[src/rtl/pix_stream_gen.sv]
// Raster pixel-stream source: scans a fixed-timing frame, fetches active pixels from a
// synchronous frame RAM and emits them aligned with coordinates, syncs and frame_done.
module pix_stream_gen #(
  parameter int H_ACTIVE = 640,
  parameter int H_FP     = 16,
  parameter int H_SYNC   = 96,
  parameter int H_BP     = 48,
  parameter int V_ACTIVE = 480,
  parameter int V_FP     = 10,
  parameter int V_SYNC   = 2,
  parameter int V_BP     = 33,
  parameter int ADDR_W   = 19,
  parameter int RD_LAT   = 1
) (
  input  logic              clk,
  input  logic              rst,
  input  logic              en,
  output logic [ADDR_W-1:0] mem_addr,
  input  logic [7:0]        mem_rdata,
  output logic [7:0]        pix,
  output logic [12:0]       row,
  output logic [12:0]       col,
  output logic              active,
  output logic              hsync,
  output logic              vsync,
  output logic              frame_done
);

  localparam int H_TOTAL = H_ACTIVE + H_FP + H_SYNC + H_BP;
  localparam int V_TOTAL = V_ACTIVE + V_FP + V_SYNC + V_BP;
  localparam int HW      = $clog2(H_TOTAL);
  localparam int VW      = $clog2(V_TOTAL);
  localparam int unsigned LAT = RD_LAT;

  localparam logic [HW-1:0] H_LAST  = HW'(H_TOTAL - 1);
  localparam logic [HW-1:0] H_ACT   = HW'(H_ACTIVE);
  localparam logic [HW-1:0] H_ALAST = HW'(H_ACTIVE - 1);
  localparam logic [HW-1:0] HS_BEG  = HW'(H_ACTIVE + H_FP);
  localparam logic [HW-1:0] HS_END  = HW'(H_ACTIVE + H_FP + H_SYNC);
  localparam logic [VW-1:0] V_LAST  = VW'(V_TOTAL - 1);
  localparam logic [VW-1:0] V_ACT   = VW'(V_ACTIVE);
  localparam logic [VW-1:0] V_ALAST = VW'(V_ACTIVE - 1);
  localparam logic [VW-1:0] VS_BEG  = VW'(V_ACTIVE + V_FP);
  localparam logic [VW-1:0] VS_END  = VW'(V_ACTIVE + V_FP + V_SYNC);

  typedef enum logic {IDLE, RUN} state_t;

  typedef struct packed {
    logic [12:0] row;
    logic [12:0] col;
    logic        act;
    logic        hs;
    logic        vs;
    logic        fd;
  } tap_t;

  localparam tap_t TAP_IDLE = '{row: '0, col: '0, act: 1'b0, hs: 1'b1, vs: 1'b1, fd: 1'b0};

  state_t            state_q, state_d;
  logic [HW-1:0]     hc;
  logic [VW-1:0]     vc;
  logic [ADDR_W-1:0] addr;
  logic              run, last, act_last;
  tap_t              cur;
  tap_t              pipe [LAT];

  assign run      = (state_q == RUN);
  assign last     = (hc == H_LAST) && (vc == V_LAST);
  assign act_last = (hc == H_ALAST) && (vc == V_ALAST);

  always_ff @(posedge clk) begin
    if (rst) state_q <= IDLE;
    else     state_q <= state_d;
  end

  // en is only consulted at the end of a frame, so a frame is never cut short
  always_comb begin
    state_d = state_q;
    case (state_q)
      IDLE:    if (en) state_d = RUN;
      RUN:     if (last && !en) state_d = IDLE;
      default: state_d = IDLE;
    endcase
  end

  always_ff @(posedge clk) begin
    if (rst || !run) begin
      hc   <= '0;
      vc   <= '0;
      addr <= '0;
    end else begin
      if (hc == H_LAST) begin
        hc <= '0;
        vc <= (vc == V_LAST) ? '0 : vc + 1'b1;
      end else begin
        hc <= hc + 1'b1;
      end
      // Running address saturates on the last active pixel and restarts with the frame
      if (last)
        addr <= '0;
      else if (cur.act && !act_last)
        addr <= addr + 1'b1;
    end
  end

  always_comb begin
    cur     = TAP_IDLE;
    cur.row = 13'(vc);
    cur.col = 13'(hc);
    cur.act = run && (hc < H_ACT) && (vc < V_ACT);
    cur.hs  = ~(run && (hc >= HS_BEG) && (hc < HS_END));
    cur.vs  = ~(run && (vc >= VS_BEG) && (vc < VS_END));
    cur.fd  = run && last;
  end

  always_ff @(posedge clk) begin
    if (rst) begin
      for (int unsigned i = 0; i < LAT; i++) pipe[i] <= TAP_IDLE;
    end else begin
      pipe[0] <= cur;
      for (int unsigned i = 1; i < LAT; i++) pipe[i] <= pipe[i-1];
    end
  end

  assign mem_addr   = addr;
  assign row        = pipe[LAT-1].row;
  assign col        = pipe[LAT-1].col;
  assign active     = pipe[LAT-1].act;
  assign hsync      = pipe[LAT-1].hs;
  assign vsync      = pipe[LAT-1].vs;
  assign frame_done = pipe[LAT-1].fd;
  assign pix        = active ? mem_rdata : '0;

endmodule

[config.mk]
export PLATFORM = sky130hd
export DESIGN_NAME = pix_stream_gen
export DESIGN_NICKNAME = d
export VERILOG_FILES = /design/src/rtl/pix_stream_gen.sv
export SDC_FILE = /design/constraint.sdc
export NUM_CORES = 1
export LEC_CHECK = 0
export ABC_AREA = 1
export CAP_MARGIN = 40
export CORE_UTILIZATION = 30
export CTS_CLUSTER_DIAMETER = 50
export DETAILED_ROUTE_END_ITERATION = 6
export PLACE_DENSITY_LB_ADDON = 0.12
export SLEW_MARGIN = 20
export SYNTH_ARGS = -nofsm -noshare
export SYNTH_HDL_FRONTEND = slang
export SYNTH_SLANG_ARGS = --single-unit
[constraint.sdc]
create_clock -name clk -period 1.94 [get_ports clk]
set_input_delay 0.388 -clock clk [delete_from_list [all_inputs] [get_ports clk]]
set_output_delay 0.388 -clock clk [all_outputs]
set_load 0.1 [all_outputs]
Yosys cells after proc, flatten, opt, wreduce, memory -nomap -nowiden
Memory sizes are Yosys's and may differ from the RTL's.
Cells that the tools add are included.
{"block": "word_totals", "reg_bits": 40, "ramBits": 24, "input_bits": 11, "out_inout_bits": 57, "word_cells": 49, "memories": 1}
{"block": "classes", "n_addsub": 3, "n_lt_le_gt_ge": 6, "n_eq_ne": 4, "muxes": 10, "bitwise_logic": 3, "n_reduce_logical": 18}
{"name": "pipe", "depth": 1, "width": 24, "read_ports": 1, "rd_clocked_by_memory_dff": 0, "write_ports": 1, "line": "65", "rtl": "tap_t pipe [LAT];"}
{"op": "equality test 10 bit (second input constant)", "n": 3}
{"op": "2-to-1 mux 24 bit", "n": 1}
{"op": "OR reduction 24 bit", "n": 1}
{"op": "adder 10 x 1 -> 10 bit (second input constant)", "n": 2}
{"op": "< comparator 10 bit (second input constant)", "n": 2}
{"op": "< comparator 10 x 9 -> 1 bit (second input constant)", "n": 2}
{"op": "adder 19 x 1 -> 19 bit (second input constant)", "n": 1}
{"op": "logical AND 1 bit", "n": 11}
{"op": "equality test 10 x 9 -> 1 bit (second input constant)", "n": 1}
{"op": "greater-or-equal comparator 10 bit (second input constant)", "n": 1}
{"op": "greater-or-equal comparator 10 x 9 -> 1 bit (second input constant)", "n": 1}
{"op": "2-to-1 mux 10 bit", "n": 1}
{"op": "2-to-1 mux 8 bit", "n": 1}
{"op": "2-to-1 mux 1 bit", "n": 6}
{"op": "OR reduction 2 bit", "n": 2}
{"op": "logical NOT 1 bit", "n": 3}
{"op": "inverter 1 bit", "n": 3}
{"op": "one-hot mux 1 bit (2 select lines)", "n": 1}
{"op": "logical OR 1 bit", "n": 1}

Depth between registers and ports, before layout
Gate-level depths: netlist of run 1.
{"block": "logic_depth", "ltp_word": 5, "ltp_mapped": 10, "ltp_nobuf": 10}

Worst setup path after synthesis of run 1
No wires, ideal clock.
{"block": "synth_timing", "path_type": "register to output", "from": "memory pipe[0][3] (netlist bit)", "to": "output port pix[0]", "arrival_time_ns": 1.883, "required_ns": 1.552, "path_slack_ns": -0.331, "stages_incl_launch_ff": 4, "n_path_buf": 1, "path_cell_list": "dfxtp_1 > clkbuf_1 > nand2_1 > inv_1"}
{"block": "synth_via", "elab_chain_len": 2}
{"element": "start: declaration", "line": "65"}
{"element": "memory read (1 x 24 bit)"}
{"element": "2-to-1 mux 8 bit", "line": "132", "rtl": "assign pix = active ? mem_rdata : '0;"}
{"element": "end: declaration", "line": "20", "rtl": "output logic [7:0] pix,"}
No other way between the ends.

Final worst setup path of run 1
{"block": "layout_timing", "from": "register hc[0]", "to": "register addr[4], in the netlist mem_addr[4]"}
{"block": "layout_via", "elab_chain_len": 4, "word_cells_on_any_way": 10, "cone_classes": "order compare (1); eq/ne (2); reduce/logical (7)"}
{"element": "start: declaration", "line": "60", "rtl": "logic [HW-1:0] hc;"}
{"element": "start signal: assignment", "line": "96", "rtl": "hc <= hc + 1'b1;"}
{"element": "< comparator 10 bit or equality test 10 bit (tied branches)", "line": "110, 69"}
{"element": "logical AND 1 bit (on tied branches)", "line": "110, 69"}
{"element": "logical AND 1 bit or logical NOT 1 bit (tied branches)", "line": "110, 101"}
{"element": "logical AND 1 bit", "line": "101", "rtl": "else if (cur.act && !act_last)"}
{"element": "end signal: assignment", "line": "102", "rtl": "addr <= addr + 1'b1;"}
{"element": "end: declaration", "line": "62", "rtl": "logic [ADDR_W-1:0] addr;"}
Parallel ways exist; a longest one is shown, timed or not.
A chain may end at the register's enable or synchronous reset.

==> results.toml, run 1 <==
[floorplan]
core_area_um2 = 10400
dieWidth_um = 106
die-area_um2 = 11200
die_h_um = 106
rows = 37
io_pins = 68
start_util = 0.311

[synthesis]
synthTopCellsByArea = "dfxtp_1 40%, nand2_1 11%, nor2_1 7.9%"
yosysTopAreaCell = "dfxtp_1"
synth.cell_area_um2 = 3230
synth_common_cells = "98 x nand2_1, 68 x nor2_1, 64 x dfxtp_1, 47 x inv_1, 21 x nand3_1"
synth-edff-count = 0
synth_flop_cell = "dfxtp_1"
yosysSeqAreaShare = 0.397
synth_most_common_cell = "nand2_1"
ys_warn_count = 0
synth-seq-cells = 64
ys_types = 40
synth_top_area_frac = 0.397
postSynthAreaPerCell_um2 = 7.42
synthArstFlopShare = 0
synth_cells = 435

[placed_design]
place_ws_ns = 0.0176
place.gp.congestion = 0.824
portBuffers = 61
dp_hpwl_um = 5600

[sta]
layout_setup_ws_ns = 0.219
final.setup_skew_ns = 0.0103
fin_hold_ws_ns = 0.478
setup_violations = 0
fin_crit_sh = 0.887
drv_slew = 0
period_minus_slack_ns = 1.72
hold_violations = 0
rsz0062_at_grt = "false"
fmax_ghz = 0.581

[power_and_ir_drop]
p_leak_nw = 1.73
ir_drop_mv = 0.356
powerDensity_nw_per_um2 = 665

[cells_and_area]
n_fill_cell = 1082
layout-drive-gt1-share = 0.306
multi_input_area_um2 = 1630
nNetsFinal = 521
utilization = 0.425
area_delta_synth_final_pct = 36.4
diodes = 0
seq_area_um2 = 1300

[critical_path]
cp_common_cell = "nand2_4"
end_kind = "flop"
startpoint_type = "flop"
critical-path-slowest-cell = "dfxtp_1"
max_stage_delay_ns = 0.38
reg2reg_depth = 9
path_class = "reg2reg"
required_ns = 2.17
worstPathArrival_ns = 1.95
cp_cell_sequence = "ha_1 -> nand2_2 -> nor2_4 -> nand2_4 -> inv_4 -> nand2_4 -> nand2_4 -> buf_12 -> a21oi_1"
crit_fanout = 12

[clock_tree]
clock_sinks = 64
hold_buffers = 0
clk_pin_slew_ns = 0.08
clockBufferDepth = 2
htree_levels = 3
clkLatencyLatePin_ns = 0.34
cts_tree = "yes"
cts_root_buf = "clkbuf_8"
numCtsBuffers = 9

[grt]
grt_util_all_layers = 0.148
gr-total-overflow = 0
grt_pass1_wl_um = 13100
grt_pass1_vias = 2857
grt_max_degree = 23
antenna_found_initial = 0

[route]
post_drt_wl_per_cell_um = 11.6
firstDrtPassIters = 4
drtIter0Drc = 75
drc = 0
antenna_left = 0
routed_wl_um = 7510
via_per_inst = 4.36
num_vias = 2816

[worst_hold_path]
hold_depth = 2
hold_class = "reg2reg"

[run]
cap_violations = 0

[run_status]
status = "finished clean"
final timing paths:
kind                             from  slack [ns]     endpoint
worst max-delay path            hc[0]        0.22  mem_addr[4]
worst min-delay path            hc[1]        0.48   pipe[0][5]
worst max register to register  hc[0]        0.22  mem_addr[4]
worst min register to register  hc[1]        0.48   pipe[0][5]
per-stage QoR:
step	instances	total power, W	setup TNS [ns]	cell area, um2
final	646	0.00293	0	4400
after global routing	646	0.00306	0	4400
after CTS	646	0.00298	0	4400
after detailed placement	630	0.00168	0	4180
after global placement	630	0.00168	0	4180
after floorplan	440	0.00160	-0.0266	3290
final cells by class:
class | instances | share of cell area
multi-input cells | 303 | 0.370
repair buffers | 68 | 0.190
flip-flops and latches | 64 | 0.295
clock buffers | 10 | 0.0290
clock inverters | 6 | 0.0210
well taps | 136 | 0.0386
inverters | 59 | 0.0568
metal layers:
layer | share of wire | up-vias | GRT usage | wire, um
li1 | - | 1480 | - | -
met1 | 0.46 | 1284 | 0.174 | 3440
met2 | 0.49 | 45 | 0.256 | 3710
met3 | 0.034 | 7 | 0.0414 | 259
met4 | 0.014 | 0 | 0.0486 | 104
met5 | 0 | - | 0 | 0
where the power goes:
| part | internal [W] | leakage [nW] | total, W | switching [W] |
|---|---|---|---|---|
| Combinational | 0.0000845 | 1.11 | 0.000313 | 0.000228 |
| Sequential | 0.00132 | 0.523 | 0.00133 | 0.0000105 |
| Clock | 0.000730 | 0.103 | 0.00128 | 0.000555 |
layout by cell type, fill, tap and decap left out, types with 2 or more instances in the layout:
cell type / instances
nand2_4: 4
inv_2: 11
nand4_1: 6
nand3_4: 2
nor3_1: 7
nor2_2: 6
a21oi_1: 10
nand3_1: 21
a21oi_2: 10
nand3_2: 3
nand2_1: 98
nand3b_1: 2
clkinvlp_4: 9
clkbuf_8: 9
xor2_1: 10
buf_12: 24
nand2_2: 15
a211oi_1: 2
conb_1: 6
dfxtp_1: 51
inv_1: 40
o21ai_0: 2
nor2_4: 5
nor2_1: 68
clkdlybuf4s50_1: 10
xnor2_1: 5
a31oi_1: 2
ha_1: 5
bufinv_16: 2
nor3_2: 4
buf_4: 34
dfxtp_2: 13
flip-flops by register name, summed over array words and instances, names as in the netlist:
name	cells
hc	10
vc	10
pipe	24
mem_addr	19
run	1
cells by family after synthesis:
| group | share of synthesized area |
|---|---|
| and+or+nand+nor | 0.366 |
| buffers and inverters | 0.106 |
| DFF | 0.397 |
| AOI/OAI and AO/OA | 0.0701 |
| xor gates and xnor gates | 0.0407 |
| adders and majority gates | 0.0194 |
| other | 0.00116 |
repair_timing:
| action | CTS | global route |
|---|---|---|
| endpoints found under the hold margin | 0 | 0 |
| endpoints found under the setup margin | 4 | 0 |
| gates resized for setup | 1 | 0 |
| buffers inserted | 0 | 0 |
critical path: cells and delay by family (launching register included):
family / cells / cell delay [ns]
AOI/OAI and AO/OA: 1 / 0.04
DFF: 1 / 0.38
adders and majority gates: 1 / 0.26
buffers and inverters: 2 / 0.28
and+or+nand+nor: 5 / 0.64
No activity file was read; power rests on OpenSTA's default activity.
==> run 2, diff against run 1 <==
--- a/config.mk
+++ b/config.mk
@@ -6,12 +6,12 @@
 export NUM_CORES = 1
 export LEC_CHECK = 0
 export ABC_AREA = 1
-export CAP_MARGIN = 40
+export CAP_MARGIN = 10
 export CORE_UTILIZATION = 30
 export CTS_CLUSTER_DIAMETER = 50
 export DETAILED_ROUTE_END_ITERATION = 6
+export DONT_BUFFER_PORTS = 1
 export PLACE_DENSITY_LB_ADDON = 0.12
-export SLEW_MARGIN = 20
 export SYNTH_ARGS = -nofsm -noshare
 export SYNTH_HDL_FRONTEND = slang
 export SYNTH_SLANG_ARGS = --single-unit
==> run 2 against run 1 <==
Compared with the run above: hold slack lost 0.37 ns; fmax shrank 1.5%; sequential power is essentially flat; clock power shrank 7%.
==> results.toml, run 2 (synthesis gave the netlist of run 1 again) <==
[critical_path]
required_ns = 2.18
reg2reg_depth = 10
end_kind = "flop"
crit_fanout = 14
worstPathArrival_ns = 1.98
startpoint_type = "flop"
crit_cells = 10
critical-path-slowest-cell = "dfxtp_1"
cp_cell_sequence = "ha_1 -> nand2_2 -> nor2_4 -> nand2_4 -> inv_4 -> nand2_4 -> nand2_4 -> inv_2 -> nand2_1 -> nor2_1"
path_class = "reg2reg"
path_delay_family = "simple AND/OR/NAND/NOR gates"
max_stage_delay_ns = 0.37
cp_common_cell = "nand2_4"
crit_buf_inv = 2

[grt]
use_met1 = 0.174
grt_pass1_wl_um = 12800
grt_max_degree = 24
global_route.usage.met2 = 0.248
met3_usage = 0.0421
grt_pass1_vias = 2720
grt_util_all_layers = 0.146
busiest_layer = "met2"
gr-total-overflow = 0
antenna_found_initial = 0

[clock_tree]
clock_sinks = 64
clockBufferDepth = 2
hold_buffers = 0
clk_pin_slew_ns = 0.07
cts_tree = "yes"
clkLatencyLatePin_ns = 0.34
htree_levels = 3
cts_resized = 1
cts_root_buf = "clkbuf_8"
post-cts-setup-buffers = 0
numCtsBuffers = 9

[floorplan]
die_h_um = 106
rows = 37
io_pins = 68
core_area_um2 = 10400
die-area_um2 = 11200
start_util = 0.311
dieWidth_um = 106

[route]
post_drt_wl_per_cell_um = 12.1
antenna_left = 0
firstDrtPassIters = 4
drtIter0Drc = 108
via_per_inst = 4.42
num_vias = 2775
routed_wl_um = 7590
drc = 0

[placed_design]
placed_cell_area_um2 = 3740
portBuffers = 0
dp_hpwl_um = 5620
place.gp.congestion = 0.841
dp_cells = 612

[cells_and_area]
area_delta_synth_final_pct = 22.5
utilization = 0.381
layout_common_cells = "98 x nand2_1, 68 x nor2_1, 51 x dfxtp_1, 48 x buf_4, 40 x inv_1"
fin_cells = 628
nNetsFinal = 503
largest-register = "pipe"
final_common_cell = "nand2_1"
final_area_um2 = 3960
diodes = 0
largest_reg_flops = 24
layout-drive-gt1-share = 0.303

[sta]
max-slew-margin-rel = 0.657
worst_pin_slew_ns = 0.514
setup_violations = 0
rsz0062_at_grt = "false"
period_minus_slack_ns = 1.75
final.setup_skew_ns = 0.00646
hold_violations = 0
fmax_ghz = 0.572
drv_slew = 0
fin_crit_sh = 0.901

[power_and_ir_drop]
p_leak_nw = 1.59
powerDensity_nw_per_um2 = 701
ir_drop_mv = 0.303

[run_status]
status = "finished clean"

[worst_hold_path]
hold_class = "in2reg"
hold_depth = 1

[run]
cap_violations = 0
## run 2: changes by cell type in the layout (fill, tap and decap cells not counted), sizes merged
cell | previous run | this run
clkdlybuf4s50 | 10 | 0
buf | 58 | 50
clkinv | 1 | 2
inv | 53 | 52
clkbuf | 10 | 11
bufinv | 2 | 1
## run 2: metrics by stage
stage                     total power, W  setup slack [ns]  TNS, ns  hold WS [ns]
after floorplan                  0.00160           -0.0266  -0.0266         0.430
after global placement           0.00161            0.0190        0         0.444
after detailed placement         0.00161           -0.0371   -0.256         0.454
after CTS                        0.00282             0.156        0        0.0861
after global routing             0.00288            0.0210        0        0.0810
final                            0.00277             0.192        0         0.108
## run 2: layout make-up
class                   count  area (um2)
fillers                  1126        6410
multi-input cells         303        1630
flip-flops and latches     64        1300
repair buffers             50         400
inverters                  59         250
well taps                 136         170
clock buffers              11         151
clock inverters             5        55.1
## run 2: worst reg2reg max path: stages, from the launching register on
cell and delay (ns):
dfxtp_1 0.37, ha_1 0.26, nand2_2 0.10, nor2_4 0.18, nand2_4 0.12, inv_4 0.10
nand2_4 0.06, nand2_4 0.21, inv_2 0.12, nand2_1 0.08, nor2_1 0.03
## run 2: worst paths after layout
path	startpoint	endpoint	slack, ns
worst max-delay path	hc[0]	mem_addr[17]	0.19
worst min-delay path	rst	pipe[0][20]	0.11
worst max register to register	hc[0]	mem_addr[17]	0.19
worst min register to register	hc[0]	hc[0]	0.47
## run 2: routing by layer
| metal | vias up | wire length [um] |
|---|---|---|
| met5 | - | 0 |
| met4 | 0 | 85 |
| met3 | 8 | 264 |
| met2 | 45 | 3800 |
| met1 | 1275 | 3440 |
| li1 | 1447 | - |
## run 2: power breakdown
group / switching (W) / internal (W)
clock network: 0.000533 / 0.000659
logic: 0.000212 / 0.0000374
registers: 0.00000864 / 0.00132
total: 0.000754 / 0.00202
==> run 3, diff against run 2 <==
--- a/config.mk
+++ b/config.mk
@@ -7,10 +7,11 @@
 export LEC_CHECK = 0
 export ABC_AREA = 1
 export CAP_MARGIN = 10
-export CORE_UTILIZATION = 30
+export CORE_UTILIZATION = 63
 export CTS_CLUSTER_DIAMETER = 50
 export DETAILED_ROUTE_END_ITERATION = 6
 export DONT_BUFFER_PORTS = 1
+export GPL_ROUTABILITY_DRIVEN = 0
 export PLACE_DENSITY_LB_ADDON = 0.12
 export SYNTH_ARGS = -nofsm -noshare
 export SYNTH_HDL_FRONTEND = slang
==> run 3 against run 2 <==
Compared with the run above: hold slack lost 0.013 ns; clock skew grew 0.0018 ns; non-clock buffer count shrank 5; total power shrank 3.4%; sequential power is essentially flat; die area shrank 52%; sequential share of layout area grew 1.2 points; critical path depth shrank 1; clock power shrank 8%; count of clock-buffer cells in the layout grew 1; largest cell class unchanged; highest routed layer unchanged.
==> results.toml, run 3 (synthesis gave the netlist of run 1 again) <==
[sta]
fin_crit_sh = 0.881
hold_violations = 0
fin_hold_ws_ns = 0.0949
final.setup_skew_ns = 0.00821
setup_violations = 0
drv_slew = 0
setup_tns_ns = 0
fmax_ghz = 0.585
period_minus_slack_ns = 1.71
rsz0062_at_grt = "false"

[route]
antenna_left = 0
num_vias = 2890
routed_wl_um = 7200
post_drt_wl_per_cell_um = 13.0
firstDrtPassIters = 4
drc = 0
via_per_inst = 5.22
drtIter0Drc = 147

[placed_design]
dp_hpwl_um = 5150
placed_cell_area_um2 = 3620
portBuffers = 0
dp_cells = 538

[run_status]
status = "finished clean"

[cells_and_area]
largest_reg_flops = 24
area_delta_synth_final_pct = 18.2
n_fill_cell = 379
multi_input_area_um2 = 1630
final_common_cell = "nand2_1"
layout_common_cells = "98 x nand2_1, 68 x nor2_1, 51 x dfxtp_1, 43 x buf_4, 40 x inv_1"
diodes = 0
nNetsFinal = 498
seq_area_um2 = 1300
layout-drive-gt1-share = 0.296
final_area_um2 = 3820
fin_cells = 554
largest-register = "pipe"

[clock_tree]
htree_levels = 3
numCtsBuffers = 9
clockBufferDepth = 2
cts_resized = 1
clk_pin_slew_ns = 0.07
cts_root_buf = "clkbuf_8"
clock_sinks = 64
clkLatencyLatePin_ns = 0.35
hold_buffers = 0
cts_tree = "yes"
post-cts-setup-buffers = 0

[critical_path]
worstPathArrival_ns = 1.95
crit_fanout = 17
path_class = "reg2reg"
critical-path-slowest-cell = "dfxtp_1"
max_stage_delay_ns = 0.38
reg2reg_from = "hc[0]"
end_kind = "flop"
startpoint = "hc[0]"
required_ns = 2.19
cp_cell_sequence = "ha_1 -> nand2_2 -> nor2_4 -> nand2_4 -> inv_4 -> nand2_4 -> nand2_4 -> buf_12 -> a21oi_1"
cp_common_cell = "nand2_4"
startpoint_type = "flop"

[floorplan]
die-area_um2 = 5420
core_area_um2 = 4820
die_h_um = 73.6
io_pins = 68
start_util = 0.670
rows = 25
dieWidth_um = 73.6

[grt]
grt_pass1_wl_um = 11800
grt_pass1_vias = 2698
grt_max_degree = 24
grt_util_all_layers = 0.289
antenna_found_initial = 0
gr-total-overflow = 0

[power_and_ir_drop]
p_clk_frac = 0.410
p_switching_w = 0.000753
p_int_w = 0.00192
seqPwrFrac = 0.497
sw_frac_of_total = 0.281
powerDensity_nw_per_um2 = 701
ir_drop_mv = 0.735
pwr-share-comb = 0.093
p_leak_nw = 1.55

[worst_hold_path]
hp-start = "rst"
hold_class = "in2reg"

[run]
cap_violations = 0
-- run 3: changes by cell type in the layout (fill, tap and decap cells not counted) --
cell / before / now
buf_4: 48 / 43
bufinv_16: 1 / 0
clkinvlp_4: 9 / 10
clkinv_2: 2 / 1
clkbuf_8: 11 / 12
-- run 3: critical path: cells and delay by family, from the launching register on --
family                   cells  cell delay (ns)
AO/OA/AOI/OAI                1             0.06
adder cells (fa/ha/maj)      1             0.28
buffers and inverters        2             0.27
flip-flops                   1             0.38
AND/OR/NAND/NOR              5             0.60
-- run 3: final timing paths --
path	end	slack, ns	cells past startpoint
setup / recovery	mem_addr[5]	0.23	9
hold / removal	pipe[0][19]	0.09	1
setup reg to reg	mem_addr[5]	0.23	9
hold reg to reg	hc[0]	0.47	1
-- run 3: power groups by stage --
| stage | combinational (W) | sequential [W] | clock (W) |
|---|---|---|---|
| 2_1_floorplan | 0.000218 | 0.00139 | 0 |
| 3_3_place_gp | 0.000245 | 0.00136 | 0 |
| 5_1_grt | 0.000260 | 0.00133 | 0.00118 |
| 3_5_place_dp | 0.000248 | 0.00136 | 0 |
| 6_report | 0.000249 | 0.00133 | 0.00110 |
| 4_1_cts | 0.000249 | 0.00133 | 0.00111 |
-- run 3: cell type report --
class	instances	area share
multi-input combinational	303	0.427
sequential	64	0.340
timing repair buffer	45	0.0951
inverter	59	0.0656
clock buffer	12	0.0433
tap	67	0.0220
clock inverter	4	0.00721
-- run 3: stage by stage --
step | util | total power (W) | setup WS, ns
2_1_floorplan | - | 0.00160 | -0.0266
3_3_place_gp | 0.751 | 0.00160 | 0.112
3_5_place_dp | 0.751 | 0.00161 | 0.0424
4_1_cts | 0.792 | 0.00269 | 0.252
5_1_grt | 0.792 | 0.00277 | 0.0995
6_report | 0.792 | 0.00268 | 0.232
-- run 3: per-layer routing --
metal | routed length (um) | global-route usage | part of all wire
met5 | 0 | 0 | 0
met1 | 2940 | 0.321 | 0.41
met2 | 3700 | 0.505 | 0.51
met4 | 126 | 0.126 | 0.017
met3 | 434 | 0.0933 | 0.060
==> variant (settings of run 2) <==
The parameter `RD_LAT` goes from 1 to 2.
--- a/src/rtl/pix_stream_gen.sv
+++ b/src/rtl/pix_stream_gen.sv
@@ -12,3 +12,3 @@
   parameter int ADDR_W   = 19,
-  parameter int RD_LAT   = 1
+  parameter int RD_LAT   = 2
 ) (
Formal check against the unedited RTL: not equivalent (a bounded check fails within 4 cycles, from zero or initial values and one cycle with rst high).
==> variant against run 2 <==
Final area grew 19%. Power grew 36%. Via count grew 11%. Non-clock buffer count shrank 2. Area after synthesis grew 24%. Sequential cell count grew 24. First-iteration DRC count shrank 26%. Routed wire length grew 9.1%. Clock skew shrank 0.0013 ns. Setup slack gained 0.032 ns. Synthesized cell count grew 20%. Largest power group unchanged.
==> variant: results (changes against run 2) <==
\begin{tabular}{lr}
\hline
Metric & Value \\
\hline
\multicolumn{2}{l}{\textbf{Route}} \\
\quad DRT met1 WL & 4031 um (+17\%) \\
\quad Sum of met3 wire segment lengths after detailed routing & 387 um (+47\%) \\
\quad Per-cell routed wire length & 11.38 um (-5.9\%) \\
\quad Met2 Wirelength & 3685 um (-3.1\%) \\
\multicolumn{2}{l}{\textbf{Critical path}} \\
\quad Critical path data arrival time & 1.96 ns (-0.02 ns) \\
\multicolumn{2}{l}{\textbf{Timing}} \\
\quad Largest clock skew in the final design & 0.005128 ns (-0.001334 ns) \\
\multicolumn{2}{l}{\textbf{Synth}} \\
\quad Ranking of synthesized cells by instance count & sky130\_fd\_sc\_hd\_\_nand2\_1 (96), sky130\_fd\_sc\_hd\_\_dfxtp\_1 (88), sky130\_fd\_sc\_hd\_\_nor2\_1 (88), sky130\_fd\_sc\_hd\_\_inv\_1 (67), sky130\_fd\_sc\_hd\_\_buf\_4 (27) \\
\quad Synth Area per Inst & 7.672 sq um (+3.3\%) \\
\quad Netlist cell types & 43 (+7.5\%) \\
\quad Proportion of synthesized chip area in sequential cells & 43.82\% (+4.1 points) \\
\quad Main area contributors after synthesis & sky130\_fd\_sc\_hd\_\_dfxtp\_1 (44\%), sky130\_fd\_sc\_hd\_\_nand2\_1 (9.0\%), sky130\_fd\_sc\_hd\_\_nor2\_1 (8.2\%), sky130\_fd\_sc\_hd\_\_inv\_1 (6.3\%), sky130\_fd\_sc\_hd\_\_buf\_4 (5.0\%) \\
\multicolumn{2}{l}{\textbf{Final layout}} \\
\quad Filler Cells Inserted & 1386 (+23\%) \\
\quad Layout cell share with drive strength beyond 1 & 25.90\% (-4.4 points) \\
\quad Final core area utilization & 36.73\% (-1.4 points) \\
\quad Non-filler instance count after layout & 728 (+16\%) \\
\multicolumn{2}{l}{\textbf{Place}} \\
\quad Pre-CTS setup slack & 0.01908 ns (+0.05616 ns) \\
\quad Cell count after placement & 712 (+16\%) \\
\multicolumn{2}{l}{\textbf{Power}} \\
\quad Internal Dissipation & 0.002856 W (+42\%) \\
\quad Reg power frac & 48.2\% (+0.2 points) \\
\quad Static power due to leakage & 1.819 nW (+15\%) \\
\quad Worst supply voltage drop on vdd & 378.4 uV (+25\%) \\
\multicolumn{2}{l}{\textbf{Outcome}} \\
\quad Status & finished clean \\
\multicolumn{2}{l}{\textbf{Global route}} \\
\quad Met3 Resource Use GR & 4.312\% (+0.11 points) \\
\quad Via count of the first global-routing pass & 2926 (+7.6\%) \\
\quad Met1 track utilization from global routing & 16.32\% (-1.1 points) \\
\multicolumn{2}{l}{\textbf{Clock tree}} \\
\quad Root cell of the clock tree & sky130\_fd\_sc\_hd\_\_clkbuf\_16 \\
\hline
\end{tabular}
variant: cell types whose count changed after synthesis, moves of 2 or more:
cell,delta
sky130_fd_sc_hd__nor3_2,-2
sky130_fd_sc_hd__nor3_1,+2
sky130_fd_sc_hd__nand3_4,-2
sky130_fd_sc_hd__nand2_1,-2
sky130_fd_sc_hd__clkbuf_1,+3
sky130_fd_sc_hd__buf_4,+20
sky130_fd_sc_hd__dfxtp_1,+24
sky130_fd_sc_hd__or2_2,+2
sky130_fd_sc_hd__inv_1,+20
sky130_fd_sc_hd__nor2_1,+20
variant: final cells by class:
class                      count  share of cell area, %
inverter                      80                  7.039
tap                          172                  4.568
clock buffer                  10                  4.861
clock inverter                 6                  1.461
sequential                    88                  37.66
timing repair buffer          48                  8.181
multi-input combinational    324                  36.23
variant: worst paths after layout:
| path | from | to | slack (ns) |
|---|---|---|---|
| worst min register to register | pipe[0][5] | pipe[0][35] | 0.40 |
| worst min-delay path | rst | pipe[0][54] | 0.11 |
| worst max-delay path | hc[0] | mem_addr[17] | 0.22 |
| worst max register to register | hc[0] | mem_addr[17] | 0.22 |
variant: worst max-delay path: stages (launching register included):
cell	delay (ns)
sky130_fd_sc_hd__dfxtp_1	0.37
sky130_fd_sc_hd__ha_1	0.22
sky130_fd_sc_hd__nand2_1	0.11
sky130_fd_sc_hd__nor2_4	0.21
sky130_fd_sc_hd__nand2_4	0.11
sky130_fd_sc_hd__inv_4	0.10
sky130_fd_sc_hd__nand2_2	0.09
sky130_fd_sc_hd__nand2_8	0.18
sky130_fd_sc_hd__inv_2	0.10
sky130_fd_sc_hd__nand2_1	0.08
sky130_fd_sc_hd__nor2_1	0.04
variant: timing repair:
action,CTS,global route
buffers inserted,0,0
endpoints found under the hold margin,0,0
gates resized for setup,1,1
setup endpoints to repair,1,2
